===== config.mk =====
export PLATFORM = sky130hd
export DESIGN_NAME = spi_accel_slave_flat
export DESIGN_NICKNAME = d
export VERILOG_FILES = /design/src/rtl/spi_accel_slave_if.sv /design/src/rtl/spi_accel_slave.sv /design/src/flat_wrapper.sv
export SDC_FILE = /design/constraint.sdc
export NUM_CORES = 1
export LEC_CHECK = 0
export BUFFER_PORTS_ARGS = -buffer_cell sky130_fd_sc_hd__buf_4
export CAP_MARGIN = 5
export CORE_AREA = 3 3 183 185
export CTS_CLUSTER_SIZE = 30
export DETAILED_ROUTE_END_ITERATION = 12
export DIE_AREA = 0 0 186 188
export GPL_TIMING_DRIVEN = 0
export SYNTH_ARGS = -nofsm -noshare
export SYNTH_HDL_FRONTEND = slang
export SYNTH_SLANG_ARGS = --single-unit

===== constraint.sdc =====
create_clock -name clk -period 3.3 [get_ports clk]
set_input_delay 0.33 -clock clk [delete_from_list [all_inputs] [get_ports clk]]
set_output_delay 0.33 -clock clk [all_outputs]
set_load 0.005 [all_outputs]

===== src/rtl/spi_accel_slave_if.sv =====
// SPI pin bundle between the accelerometer controller (master) and the
// register-map responder (slave).
`timescale 1ns / 1ps
interface spi_accel_slave_if;
  logic sclk;
  logic cs;
  logic mosi;
  logic miso;
  logic miso_oe;

  modport master (output sclk, output cs, output mosi, input miso, input miso_oe);
  modport slave  (input sclk, input cs, input mosi, output miso, output miso_oe);
endinterface


===== src/rtl/spi_accel_slave.sv =====
// SPI responder modelling an X/Y/Z accelerometer register map: WHO_AM_I,
// a writable CTRL_REG1 and shadowed 16-bit sample registers.
`timescale 1ns / 1ps
module spi_accel_slave #(
  parameter logic [7:0]  WHO_AM_I_VAL = 8'h68,
  parameter int unsigned SYNC_STAGES  = 2
) (
  input  logic                  clk,
  input  logic                  rst_n,
  spi_accel_slave_if.slave      spi,
  input  logic [15:0]           sample_x,
  input  logic [15:0]           sample_y,
  input  logic [15:0]           sample_z,
  input  logic                  sample_valid,
  output logic [7:0]            ctrl_reg1_out,
  output logic                  wr_valid,
  output logic [5:0]            wr_addr,
  output logic [7:0]            wr_data
);

  localparam logic [5:0] CtrlAddr = 6'h10;

  typedef enum logic [1:0] {StIdle, StCmd, StData} state_e;

  state_e                 state_q;
  logic [SYNC_STAGES-1:0] sclk_sync_q, cs_sync_q, mosi_sync_q;
  logic                   sclk_prev_q, cs_prev_q;
  logic [2:0]             bit_cnt_q;
  logic [6:0]             shift_q;
  logic [7:0]             tx_q;
  logic [5:0]             addr_q;
  logic                   rd_q, ms_q;
  logic                   miso_q, miso_oe_q;
  logic [7:0]             ctrl_q;
  logic                   wr_valid_q;
  logic [5:0]             wr_addr_q;
  logic [7:0]             wr_data_q;
  logic [15:0]            x_q, y_q, z_q, px_q, py_q, pz_q;
  logic                   pend_q;

  logic       sclk_s, cs_s, mosi_s;
  logic       sclk_rise, sclk_fall, cs_rise, cs_fall;
  logic [7:0] in_byte;
  logic [5:0] addr_step, rd_addr;
  logic [7:0] rd_data;

  // Synchronizers reset low so a cs held low across reset never looks like a fresh frame start.
  always_ff @(posedge clk or negedge rst_n) begin
    if (!rst_n) begin
      sclk_sync_q <= '0;
      cs_sync_q   <= '0;
      mosi_sync_q <= '0;
      sclk_prev_q <= 1'b0;
      cs_prev_q   <= 1'b0;
    end else begin
      sclk_sync_q <= {sclk_sync_q[SYNC_STAGES-2:0], spi.sclk};
      cs_sync_q   <= {cs_sync_q[SYNC_STAGES-2:0], spi.cs};
      mosi_sync_q <= {mosi_sync_q[SYNC_STAGES-2:0], spi.mosi};
      sclk_prev_q <= sclk_s;
      cs_prev_q   <= cs_s;
    end
  end

  assign sclk_s    = sclk_sync_q[SYNC_STAGES-1];
  assign cs_s      = cs_sync_q[SYNC_STAGES-1];
  assign mosi_s    = mosi_sync_q[SYNC_STAGES-1];
  assign sclk_rise = sclk_s & ~sclk_prev_q;
  assign sclk_fall = ~sclk_s & sclk_prev_q;
  assign cs_rise   = cs_s & ~cs_prev_q;
  assign cs_fall   = ~cs_s & cs_prev_q;

  assign in_byte   = {shift_q, mosi_s};
  assign addr_step = ms_q ? addr_q + 6'd1 : addr_q;
  // At command close the address comes straight from the byte being completed.
  assign rd_addr   = (state_q == StCmd) ? in_byte[5:0] : addr_step;

  always_comb begin
    rd_data = 8'h00;
    case (rd_addr)
      6'h0F:   rd_data = WHO_AM_I_VAL;
      CtrlAddr: rd_data = ctrl_q;
      6'h28:   rd_data = x_q[7:0];
      6'h29:   rd_data = x_q[15:8];
      6'h2A:   rd_data = y_q[7:0];
      6'h2B:   rd_data = y_q[15:8];
      6'h2C:   rd_data = z_q[7:0];
      6'h2D:   rd_data = z_q[15:8];
      default: rd_data = 8'h00;
    endcase
  end

  always_ff @(posedge clk or negedge rst_n) begin
    if (!rst_n) begin
      state_q    <= StIdle;
      bit_cnt_q  <= '0;
      shift_q    <= '0;
      tx_q       <= '0;
      addr_q     <= '0;
      rd_q       <= 1'b0;
      ms_q       <= 1'b0;
      miso_q     <= 1'b0;
      miso_oe_q  <= 1'b0;
      ctrl_q     <= '0;
      wr_valid_q <= 1'b0;
      wr_addr_q  <= '0;
      wr_data_q  <= '0;
    end else begin
      wr_valid_q <= 1'b0;
      if (cs_rise) begin
        // Any partial byte is dropped here: no commit, no address step.
        state_q   <= StIdle;
        miso_q    <= 1'b0;
        miso_oe_q <= 1'b0;
      end else begin
        unique case (state_q)
          StIdle: begin
            if (cs_fall) begin
              state_q   <= StCmd;
              bit_cnt_q <= '0;
              miso_q    <= 1'b0;
              miso_oe_q <= 1'b1;
            end
          end
          StCmd: begin
            if (sclk_rise) begin
              shift_q   <= in_byte[6:0];
              bit_cnt_q <= bit_cnt_q + 3'd1;
              if (bit_cnt_q == 3'd7) begin
                state_q <= StData;
                rd_q    <= in_byte[7];
                ms_q    <= in_byte[6];
                addr_q  <= in_byte[5:0];
                tx_q    <= in_byte[7] ? rd_data : 8'h00;
              end
            end
            if (sclk_fall) miso_q <= 1'b0;
          end
          StData: begin
            if (sclk_rise) begin
              shift_q   <= in_byte[6:0];
              bit_cnt_q <= bit_cnt_q + 3'd1;
              if (bit_cnt_q == 3'd7) begin
                if (!rd_q && addr_q == CtrlAddr) begin
                  ctrl_q     <= in_byte;
                  wr_valid_q <= 1'b1;
                  wr_addr_q  <= addr_q;
                  wr_data_q  <= in_byte;
                end
                addr_q <= addr_step;
                tx_q   <= rd_q ? rd_data : 8'h00;
              end
            end
            if (sclk_fall) begin
              miso_q <= tx_q[7];
              tx_q   <= {tx_q[6:0], 1'b0};
            end
          end
          default: state_q <= StIdle;
        endcase
      end
    end
  end

  // Sample shadowing: live in IDLE, otherwise held pending until cs rises.
  always_ff @(posedge clk or negedge rst_n) begin
    if (!rst_n) begin
      x_q    <= '0;
      y_q    <= '0;
      z_q    <= '0;
      px_q   <= '0;
      py_q   <= '0;
      pz_q   <= '0;
      pend_q <= 1'b0;
    end else if (sample_valid && (state_q == StIdle || cs_rise)) begin
      x_q    <= sample_x;
      y_q    <= sample_y;
      z_q    <= sample_z;
      pend_q <= 1'b0;
    end else if (cs_rise && pend_q) begin
      x_q    <= px_q;
      y_q    <= py_q;
      z_q    <= pz_q;
      pend_q <= 1'b0;
    end else if (sample_valid) begin
      px_q   <= sample_x;
      py_q   <= sample_y;
      pz_q   <= sample_z;
      pend_q <= 1'b1;
    end
  end

  assign spi.miso      = miso_q;
  assign spi.miso_oe   = miso_oe_q;
  assign ctrl_reg1_out = ctrl_q;
  assign wr_valid      = wr_valid_q;
  assign wr_addr       = wr_addr_q;
  assign wr_data       = wr_data_q;

endmodule

===== src/flat_wrapper.sv =====
// flat-port wrapper written by rule: the top's interface ports become plain ports
module spi_accel_slave_flat 
#(
  parameter logic [7:0]  WHO_AM_I_VAL = 8'h68,
  parameter int unsigned SYNC_STAGES  = 2
)
  (clk, rst_n, sample_x, sample_y, sample_z, sample_valid, ctrl_reg1_out, wr_valid, wr_addr, wr_data, spi_sclk, spi_cs, spi_mosi, spi_miso, spi_miso_oe);
  spi_accel_slave_if spi_i ();
  input  logic clk;
  input  logic rst_n;
  input  logic [15:0] sample_x;
  input  logic [15:0] sample_y;
  input  logic [15:0] sample_z;
  input  logic sample_valid;
  output logic [7:0] ctrl_reg1_out;
  output logic wr_valid;
  output logic [5:0] wr_addr;
  output logic [7:0] wr_data;
  input wire logic [$bits(spi_i.sclk)-1:0] spi_sclk;
  input wire logic [$bits(spi_i.cs)-1:0] spi_cs;
  input wire logic [$bits(spi_i.mosi)-1:0] spi_mosi;
  output wire logic [$bits(spi_i.miso)-1:0] spi_miso;
  output wire logic [$bits(spi_i.miso_oe)-1:0] spi_miso_oe;
  assign spi_i.sclk = spi_sclk;
  assign spi_i.cs = spi_cs;
  assign spi_i.mosi = spi_mosi;
  assign spi_miso = spi_i.miso;
  assign spi_miso_oe = spi_i.miso_oe;
  spi_accel_slave #(.WHO_AM_I_VAL(WHO_AM_I_VAL), .SYNC_STAGES(SYNC_STAGES)) u_core (.clk(clk), .rst_n(rst_n), .spi(spi_i), .sample_x(sample_x), .sample_y(sample_y), .sample_z(sample_z), .sample_valid(sample_valid), .ctrl_reg1_out(ctrl_reg1_out), .wr_valid(wr_valid), .wr_addr(wr_addr), .wr_data(wr_data));
endmodule

Word level (Yosys, flattened, before mapping) --
Cells that the tools add are included.
Storage, ports and cells: register bits after elaboration 150, latch bits 0, memory bits (writable) 0, ROM bits 0, input port bits 54, output and inout port bits 25, logic and storage cells 133, memories kept 0
Operators by class: $add $sub $neg 2, $mul 0, div/mod/pow operators 0, order comparisons 0, equality and inequality tests 26, shift-type cells 0, multiplexer cells 46, bitwise gates (word level) 11, reductions and logical operators 24
Operators with widths (number):
- $mux 16 | 6
- $pmux 8 s8 | 1
- $mux 8 | 7
- $eq 6x6->1 const B | 6
- $mux 6 | 6
- $ne 3x1->1 const B | 6
- $pmux 8 s2 | 1
- $reduce_and 4->1 | 4
- $mux 1 | 15
- $eq 6x5->1 const B | 2
- $ne 2x1->1 const B | 6
- $pmux 6 s2 | 1
- $reduce_and 6->1 | 2
- $reduce_bool 2->1 | 5
- $mux 2 | 4
- $not 1->1 | 7
- $add 6x1->6 const B | 1
- $eq 6x4->1 const B | 1
- $mux 3 | 2
- $pmux 2 s3 | 1
- $pmux 3 s2 | 1
- $reduce_and 3->1 | 2
- $reduce_and 5->1 | 1
- $and 1x1->1 | 4
- other kinds (15) | 17

Longest topological paths before layout --
Gate-level depths: netlist (run 1).
depth in word-level cells 10, depth in mapped cells 11, gate-level depth less buffers 9

Worst setup path after synthesis (run 1) --
No wires, ideal clock.
path type register -> register, from register u_core.state_q[0], to register u_core.tx_q[2], setup time 0.143 ns, data arrival time 2.208 ns, required time 3.157 ns, setup slack 0.950 ns, cell stages (with the launch flop) 9, path buffers 3, clock period less this slack 2.350 ns, path through dfrtp_1 > ha_1 > buf_2 > buf_2 > o21ai_2 > buf_2 > mux2_2 > a222oi_1 > o221ai_1
Between the ends: longest elaborated chain between the ends 9, elaborated cells between the ends (all ways) 26, those cells by class eq/ne (14); mux (10); reduce/logical (2)
Ends and longest elaborated chain:
- start: declaration | line spi_accel_slave.sv:25 | state_e state_q;
- start signal: assignment | line spi_accel_slave.sv:94 | state_q <= StIdle;
- start signal: assignment | line spi_accel_slave.sv:111 | state_q <= StIdle;
- start signal: assignment | line spi_accel_slave.sv:118 | state_q <= StCmd;
- $eq 2x1->1 | line spi_accel_slave.sv:75, spi_accel_slave.sv:115
- $mux 6 | line spi_accel_slave.sv:75 | assign rd_addr = (state_q == StCmd) ? in_byte[5:0] : addr_step;
- $eq 6x6->1, or another cell as far along | line spi_accel_slave.sv:79 | case (rd_addr)
- $pmux 8 s8 | line spi_accel_slave.sv:79
- $mux 8 | line spi_accel_slave.sv:150 | tx_q <= rd_q ? rd_data : 8'h00;
- $mux 8 | line spi_accel_slave.sv:142 | if (bit_cnt_q == 3'd7) begin
- $mux 8 | line spi_accel_slave.sv:139 | if (sclk_rise) begin
- $mux 8 | line spi_accel_slave.sv:153 | if (sclk_fall) begin
- $pmux 8 s2 | line spi_accel_slave.sv:115 | unique case (state_q)
- end signal: assignment | line spi_accel_slave.sv:133 | tx_q <= in_byte[7] ? rd_data : 8'h00;
- end signal: assignment | line spi_accel_slave.sv:150
- end signal: assignment | line spi_accel_slave.sv:155 | tx_q <= {tx_q[6:0], 1'b0};
- end: declaration | line spi_accel_slave.sv:30 | logic [7:0] tx_q;
Several ways; a longest one is shown, not always the timed one. The select of a mux whose other input is x is not followed. A chain may end at the register's enable or synchronous reset.

Worst setup path after layout (run 1) --
from register u_core.state_q[1], to register u_core.tx_q[3]
Same word-level chain as after synthesis.

==> results of run 1 <==
-- sequential cells by signal (all words and copies together) (netlist names), 2 cells and up --
register              flops
u_core.z_q               16
u_core.ctrl_reg1_out      8
u_core.px_q              16
u_core.pz_q              16
u_core.state_q            2
u_core.wr_addr            6
u_core.sclk_sync_q        2
u_core.tx_q               8
u_core.bit_cnt_q          3
u_core.py_q              16
u_core.addr_q             6
u_core.cs_sync_q          2
u_core.y_q               16
u_core.x_q               16
u_core.mosi_sync_q        2
u_core.shift_q            7
-- logic make-up after synthesis --
group	share of synthesized area
xor+xnor	0.00598
flops	0.513
simple gates	0.111
mux	0.181
fa+ha+maj	0.0171
buf+inv	0.0491
compound gates	0.123
-- metal layers --
| layer | vias up | track usage |
|---|---|---|
| met4 | 0 | 0.0249 |
| met3 | 13 | 0.0248 |
| met1 | 2700 | 0.157 |
| met5 | - | 0 |
| li1 | 2577 | - |
| met2 | 143 | 0.183 |
-- worst max path at each step --
stage	start	to	cells after the start
3_5_place_dp	u_core.state_q[1]	u_core.tx_q[5]	11
5_1_grt	u_core.state_q[1]	u_core.tx_q[2]	9
4_1_cts	u_core.state_q[1]	u_core.tx_q[5]	11
2_1_floorplan	u_core.state_q[0]	u_core.tx_q[2]	8
3_3_place_gp	u_core.state_q[0]	u_core.tx_q[5]	10
6_report	u_core.state_q[1]	u_core.tx_q[3]	11
-- cell usage in the layout (no fill, tap or decap), types with 4 or more instances in the layout --
cell,synthesis,layout
a21oi_1,69,69
a32oi_1,8,8
and2_1,5,5
buf_2,11,11
buf_4,10,87
buf_6,6,7
clkbuf_1,21,21
clkbuf_16,0,17
dfrtp_1,150,150
ha_1,10,10
inv_1,20,20
inv_6,0,5
mux2_2,64,64
mux2i_1,59,59
nand2_1,57,57
nand2b_1,8,8
nand3_1,12,12
nand4_1,6,6
nor2_1,60,60
o21ai_0,25,25
o21ai_1,6,6
o22ai_1,4,4
xnor2_1,4,4
-- cell type report --
| type | count | share of cell area |
|---|---|---|
| Sequential cell | 150 | 0.413 |
| Multi-Input combinational cell | 453 | 0.353 |
| Timing Repair Buffer | 82 | 0.0712 |
| Clock buffer | 18 | 0.0484 |
| Inverter | 20 | 0.00827 |
| Buffer | 50 | 0.0313 |
| Tap cell | 408 | 0.0562 |
| Clock inverter | 13 | 0.0183 |
-- worst reg2reg max path, delay by kind of cell, from the launching register on --
kind | cells | cell delay [ns]
adder cells (fa/ha/maj) | 1 | 0.24
flip-flops | 1 | 0.37
multiplexers | 1 | 0.33
AO/OA/AOI/OAI | 3 | 0.78
AND/OR/NAND/NOR | 2 | 0.19
buffers and inverters | 4 | 0.87
-- stage by stage --
stage	hold slack [ns]	setup slack (ns)	util	total power, W
detailed placement	0.336	0.377	0.262	0.00578
global route	0.0123	0.210	0.282	0.00831
CTS	0.00964	0.380	0.282	0.00785
floorplan	0.0344	0.950	-	0.00494
finish	0.0277	0.411	0.282	0.00778
global placement	0.334	0.419	0.261	0.00569
-- where the power goes --
group | leakage (nW) | internal, W | total [W] | switching, W
sequential | 1.81 | 0.00255 | 0.00300 | 0.000456
clock | 0.290 | 0.00121 | 0.00203 | 0.000818
combinational | 2.11 | 0.00124 | 0.00275 | 0.00150
total | 4.21 | 0.00500 | 0.00778 | 0.00278
==> qor.tcl, run 1 <==
set qor(crit_path_cell_trace) {inv_1, ha_1, buf_2, buf_2, o21ai_2, buf_2, mux2i_1, o21ai_0, nand2_1, nand3_1, a221o_1}
set qor(power_leakage_nw) 4.21
set qor(rsz0062_at_grt) {false}
set qor(grt_pass1_vias) 5467
set qor(cts_root_buffer) {clkbuf_16}
set qor(initialDrtViolationCount) 351
set qor(r2r-start) {u_core.state_q[1]}
set qor(ws_path_type) {reg -> reg}
set qor(grt_start_max_net_pins) 95
set qor(dominant_cells_by_area_after_synthesis) {dfrtp_1, mux2_2, mux2i_1}
set qor(cpLargestDelayFamily) {buffers and inverters}
set qor(cts_resized) 0
set qor(detailedRoute.firstPassIterationCount) 5
set qor(hold_depth) 1
set qor(start_kind) {register}
set qor(critical_path.slowest_cell) {dfrtp_1}
set qor(buffer_ports.inserted) 78
set qor(finalCritPeriodShare) 0.876
set qor(crit_path_max_fanout) 10
set qor(route.antenna.remaining_nets) 0
set qor(drv_slew) 0
set qor(dr_wl_met2_um) 9450
set qor(clk_pin_slew_ns) 0.06
set qor(peakVddDrop_v) 0.000408
set qor(postCtsSetupRepairBufs) 0
set qor(nNetsFinal) 838
set qor(syn_area_sq_um) 7320
set qor(seqCellArea_sq_um) 3750
set qor(final_critical_path_required_period_ns) 2.89
set qor(synth_top_area_frac) 0.513
set qor(core_region_area_sq_um) 32200
set qor(cts-hold-fix-buffers) 3
set qor(synthMostInstantiatedCell) {dfrtp_1}
set qor(grt_remaining_overflow) 0
set qor(routed-wl-met3_um) 915
set qor(cp_num_buf_inv) 4
set qor(endpoint_kind) {register}
set qor(dpl-instance-area_sq_um) 8450
set qor(cts.path.max_buffers) 2
set qor(dp.final_hpwl_um) 14100
set qor(groute.usage.overall) 0.114
set qor(m1WireLength_um) 8930
set qor(antenna_found_initial) 0
set qor(synth.yosys.warnings) 0
set qor(max-cap-violations) 0
set qor(rr_endpoint) {u_core.tx_q[3]}
set qor(ys_types) 62
set qor(die-height_um) 188
set qor(worst-r2r-setup-slack_ns) 0.41
set qor(worst_slew_margin_rel) 0.507
set qor(post-place-cells) 1160
set qor(multiInputGateArea_sq_um) 3210
set qor(synth_edf_count) 0
set qor(worst_ep_arrival_time_ns) 3.20
set qor(maxClockFrequency_mhz) 346
set qor(die_width_um) 186
set qor(clock_tree.htree_level_count) 4
set qor(most_frequent_cell_on_the_critical_path) {buf_2}
set qor(min_to) {u_core.sclk_sync_q[0]}
set qor(num_antenna_cells) 0
set qor(fin_area_sq_um) 9080
set qor(ys_ff_latch) 150
set qor(floorplan.die_area_sq_um) 35000
set qor(drive_gt1_frac) 0.270
set qor(synth.avg_cell_area_sq_um) 10.9
set qor(clk_latency_ns) 0.43
set qor(seq_area_frac_synth) 0.513
set qor(finalWeightedCongestion) 0.839
set qor(worst_tran_pin_value_ns) 0.739
set qor(final_cell_count_no_fill) 1194
set qor(synth_nets) 737
set qor(status) {complete, no violations}
set qor(drt_wl_total_um) 19400
set qor(route.detailed.vias_per_inst) 4.55
set qor(detailroute.via_count) 5433
set qor(placementRows) 66
set qor(netlist.top_cell.by_area) {dfrtp_1}
set qor(p_per_area_nw_per_um2) 857
set qor(reg2regPathDepth) 11
set qor(number_of_fillers_in_the_final_layout) 3396
set qor(min_path_type) {in -> reg}
set qor(cts_num_sinks) 150
set qor(wire_per_inst_um) 16.3
set qor(fin_worst_skew_ns) 0.0140
set qor(critical_path.max_stage_delay_ns) 0.37
set qor(yosys-top-cells-count) {dfrtp_1, a21oi_1, mux2_2}
set qor(synth-async-reset-ratio) 1.00
set qor(worstPathRequired_ns) 3.61
set qor(hold_violations) 0
set qor(setup_viol) 0
set qor(cts_tree) {built}
set qor(start_util) 0.227
set qor(top_layer_used) {met4}
set qor(route.detailed.drc) 0
set qor(synthesis.instances) 673
set qor(cts_inserted_buffers) 17
set qor(syn2layout_area_growth_pct) 24.1
set qor(wire_length_of_the_first_global_routing_pass_um) 30900
set qor(design.portCount) 79
set qor(hold_path.startpoint) {spi_sclk}
set qor(timing.setup.tns_ns) 0
set qor(ys_dominant_reg_cell) {dfrtp_1}
No activity file was read; power rests on OpenSTA's default activity.
==> run 2: changes to the inputs <==
==> constraint.sdc (replaced) <==
create_clock -name clk -period 3.3 [get_ports clk]
set_input_delay 0.495 -clock clk [delete_from_list [all_inputs] [get_ports clk]]
set_output_delay 0.495 -clock clk [all_outputs]
set_load 0.005 [all_outputs]
==> run 2 against run 1 <==
Compared with the run above: core utilization decreased by 0.093 points; combinational power hardly changed; via count down 0.42%; total power barely moved; clock power barely moved; highest routed layer unchanged.
==> qor.tcl, run 2 (synthesis gave the netlist of run 1 again) <==
set qor(cts_num_sinks) 150 ;# unchanged
set qor(setup_viol) 0 ;# unchanged
set qor(dp.final_hpwl_um) 14100 ;# unchanged
set qor(ws_path_type) {reg -> reg}
set qor(detailroute.via_count) 5410 ;# -0.42%
set qor(min_path_type) {in -> async}
set qor(reg2regPathDepth) 11 ;# unchanged
set qor(wire_length_of_the_first_global_routing_pass_um) 30800 ;# -0.11%
set qor(cts_resized) 0 ;# unchanged
set qor(cts_tree) {built}
set qor(hold_violations) 0 ;# unchanged
set qor(die_width_um) 186 ;# unchanged
set qor(core_region_area_sq_um) 32200 ;# unchanged
set qor(route.detailed.drc) 0 ;# unchanged
set qor(buffer_ports.inserted) 78 ;# unchanged
set qor(power_leakage_nw) 4.20 ;# -0.30%
set qor(p_clk_frac) 0.261 ;# about the same
set qor(postCtsSetupRepairBufs) 0 ;# unchanged
set qor(route.antenna.remaining_nets) 0 ;# unchanged
set qor(cts.path.max_buffers) 2 ;# unchanged
set qor(groute.usage.overall) 0.114 ;# about the same
set qor(crit_path_max_fanout) 10 ;# unchanged
set qor(grt_remaining_overflow) 0 ;# unchanged
set qor(drt_wl_total_um) 19500 ;# +0.13%
set qor(floorplan.die_area_sq_um) 35000 ;# unchanged
set qor(grt_util_met2) 0.183 ;# -0.000282
set qor(grt.met3_usage) 0.0248 ;# unchanged
set qor(global_routing_s_busiest_layer) {met2}
set qor(worstPathRequired_ns) 3.61 ;# about the same
set qor(worst_tran_pin_value_ns) 0.731 ;# -0.00768 ns
set qor(power.share.sequential) 0.386 ;# about the same
set qor(detailedRoute.firstPassIterationCount) 5 ;# unchanged
set qor(number_of_fillers_in_the_final_layout) 3399 ;# +0.088%
set qor(syn2layout_area_growth_pct) 23.7
set qor(crit_path_start) {u_core.state_q[1]}
set qor(crit_end) {u_core.tx_q[3]}
set qor(grt_pass1_vias) 5449 ;# -0.33%
set qor(cts_root_buffer) {clkbuf_16}
set qor(maxClockFrequency_mhz) 344 ;# -0.71%
set qor(die-height_um) 188 ;# unchanged
set qor(start_kind) {register}
set qor(cts_inserted_buffers) 17 ;# unchanged
set qor(antenna_found_initial) 0 ;# unchanged
set qor(placementRows) 66 ;# unchanged
set qor(fin_worst_skew_ns) 0.0162 ;# +0.00217 ns
set qor(pwr-share-comb) 0.353 ;# about the same
set qor(worst-r2r-setup-slack_ns) 0.39 ;# -0.02 ns
set qor(finalCritPeriodShare) 0.882 ;# +0.00625
set qor(status) {complete, no violations}
set qor(clk_latency_ns) 0.43 ;# about the same
set qor(power.share.switching) 0.357 ;# about the same
set qor(timing.setup.tns_ns) 0 ;# unchanged
set qor(initialDrtViolationCount) 319 ;# -9.1%
set qor(cts-hold-fix-buffers) 0 ;# -3
set qor(netSwitchingPower_w) 0.00278 ;# about the same
set qor(worst_slew_margin_rel) 0.512 ;# +0.00512
set qor(endpoint_kind) {register}
set qor(peakVddDrop_v) 0.000407 ;# -0.14%
set qor(layout_common_cells) {dfrtp_1, buf_4, a21oi_1}
set qor(rsz0062_at_grt) {false}
set qor(num_antenna_cells) 0 ;# unchanged
set qor(max-cap-violations) 0 ;# unchanged
set qor(finalWeightedCongestion) 0.839 ;# unchanged
set qor(route.detailed.vias_per_inst) 4.54 ;# -0.17%
set qor(layout_commonest_cell) {dfrtp_1}
set qor(rr_endpoint) {u_core.tx_q[3]}
set qor(r2r-start) {u_core.state_q[1]}
set qor(p_per_area_nw_per_um2) 860 ;# +0.32%
set qor(wire_per_inst_um) 16.4 ;# +0.38%
set qor(grt_start_max_net_pins) 95 ;# unchanged
set qor(drv_slew) 0 ;# unchanged
set qor(clk_pin_slew_ns) 0.06 ;# about the same
set qor(final_critical_path_required_period_ns) 2.91 ;# +0.0206 ns
set qor(worst_ep_arrival_time_ns) 3.22 ;# +0.02 ns
set qor(finalHoldWorstSlack_ns) 0.0431 ;# +0.0154 ns
set qor(design.portCount) 79 ;# unchanged
set qor(report.power.total_w) 0.00778 ;# about the same
set qor(grt_util_met1) 0.157 ;# unchanged
set qor(start_util) 0.227 ;# unchanged
set qor(clock_tree.htree_level_count) 4 ;# unchanged
set qor(drive_gt1_frac) 0.271 ;# +0.00103
set qor(nNetsFinal) 835 ;# -0.36%
set qor(internal_power_w) 0.00500 ;# about the same
[run 2: how the worst min path moves through the flow]
| stage | startpoint | to | slack (ns) | cells after the start |
|---|---|---|---|---|
| 2_1_floorplan | rst_n | u_core.addr_q[0] | 0.20 | 0 |
| 3_3_place_gp | u_core.sclk_sync_q[0] | u_core.sclk_sync_q[1] | 0.33 | 0 |
| 3_5_place_dp | u_core.sclk_sync_q[0] | u_core.sclk_sync_q[1] | 0.34 | 0 |
| 4_1_cts | rst_n | u_core.px_q[5] | 0.04 | 1 |
| 5_1_grt | rst_n | u_core.px_q[1] | 0.07 | 1 |
| 6_report | rst_n | u_core.px_q[1] | 0.04 | 1 |
[run 2: worst max-delay path, stage by stage, from the launching register on]
cell     delay [ns]
dfrtp_1        0.37
inv_1          0.09
ha_1           0.24
buf_2          0.20
buf_2          0.21
o21ai_2        0.36
buf_2          0.37
mux2i_1        0.33
o21ai_0        0.13
nand2_1        0.10
nand3_1        0.10
a221o_1        0.30
[run 2: cell type report]
class                           count  area [sq um]  share of cell area
Multi-Input combinational cell    453          3210               0.354
Buffer                             50           284              0.0314
Tap cell                          408           510              0.0564
Inverter                           20          75.1             0.00829
Clock buffer                       18           439              0.0485
Clock inverter                     13           166              0.0184
Timing Repair Buffer               79           617              0.0681
Sequential cell                   150          3750               0.415
[run 2: through the flow]
step | instances | utilization | area (sq um) | worst slack (ns)
after floorplan | 673 | - | 7320 | 0.950
after global placement | 1159 | 0.261 | 8420 | 0.419
after detailed placement | 1160 | 0.262 | 8450 | 0.377
after CTS | 1191 | 0.281 | 9050 | 0.380
after global routing | 1191 | 0.281 | 9050 | 0.210
final | 1191 | 0.281 | 9050 | 0.390
[run 2: layer usage]
layer,up-vias,routed length [um]
met4,0,106
li1,2574,-
met2,125,9530
met3,10,875
met5,-,0
met1,2701,8960
[run 2: power by group through the flow]
stage / Combinational (W) / Sequential [W] / Clock, W
final: 0.00275 / 0.00300 / 0.00203
after global routing: 0.00306 / 0.00309 / 0.00216
after CTS: 0.00276 / 0.00300 / 0.00209
after detailed placement: 0.00275 / 0.00304 / 0
after global placement: 0.00269 / 0.00300 / 0
after floorplan: 0.00208 / 0.00286 / 0
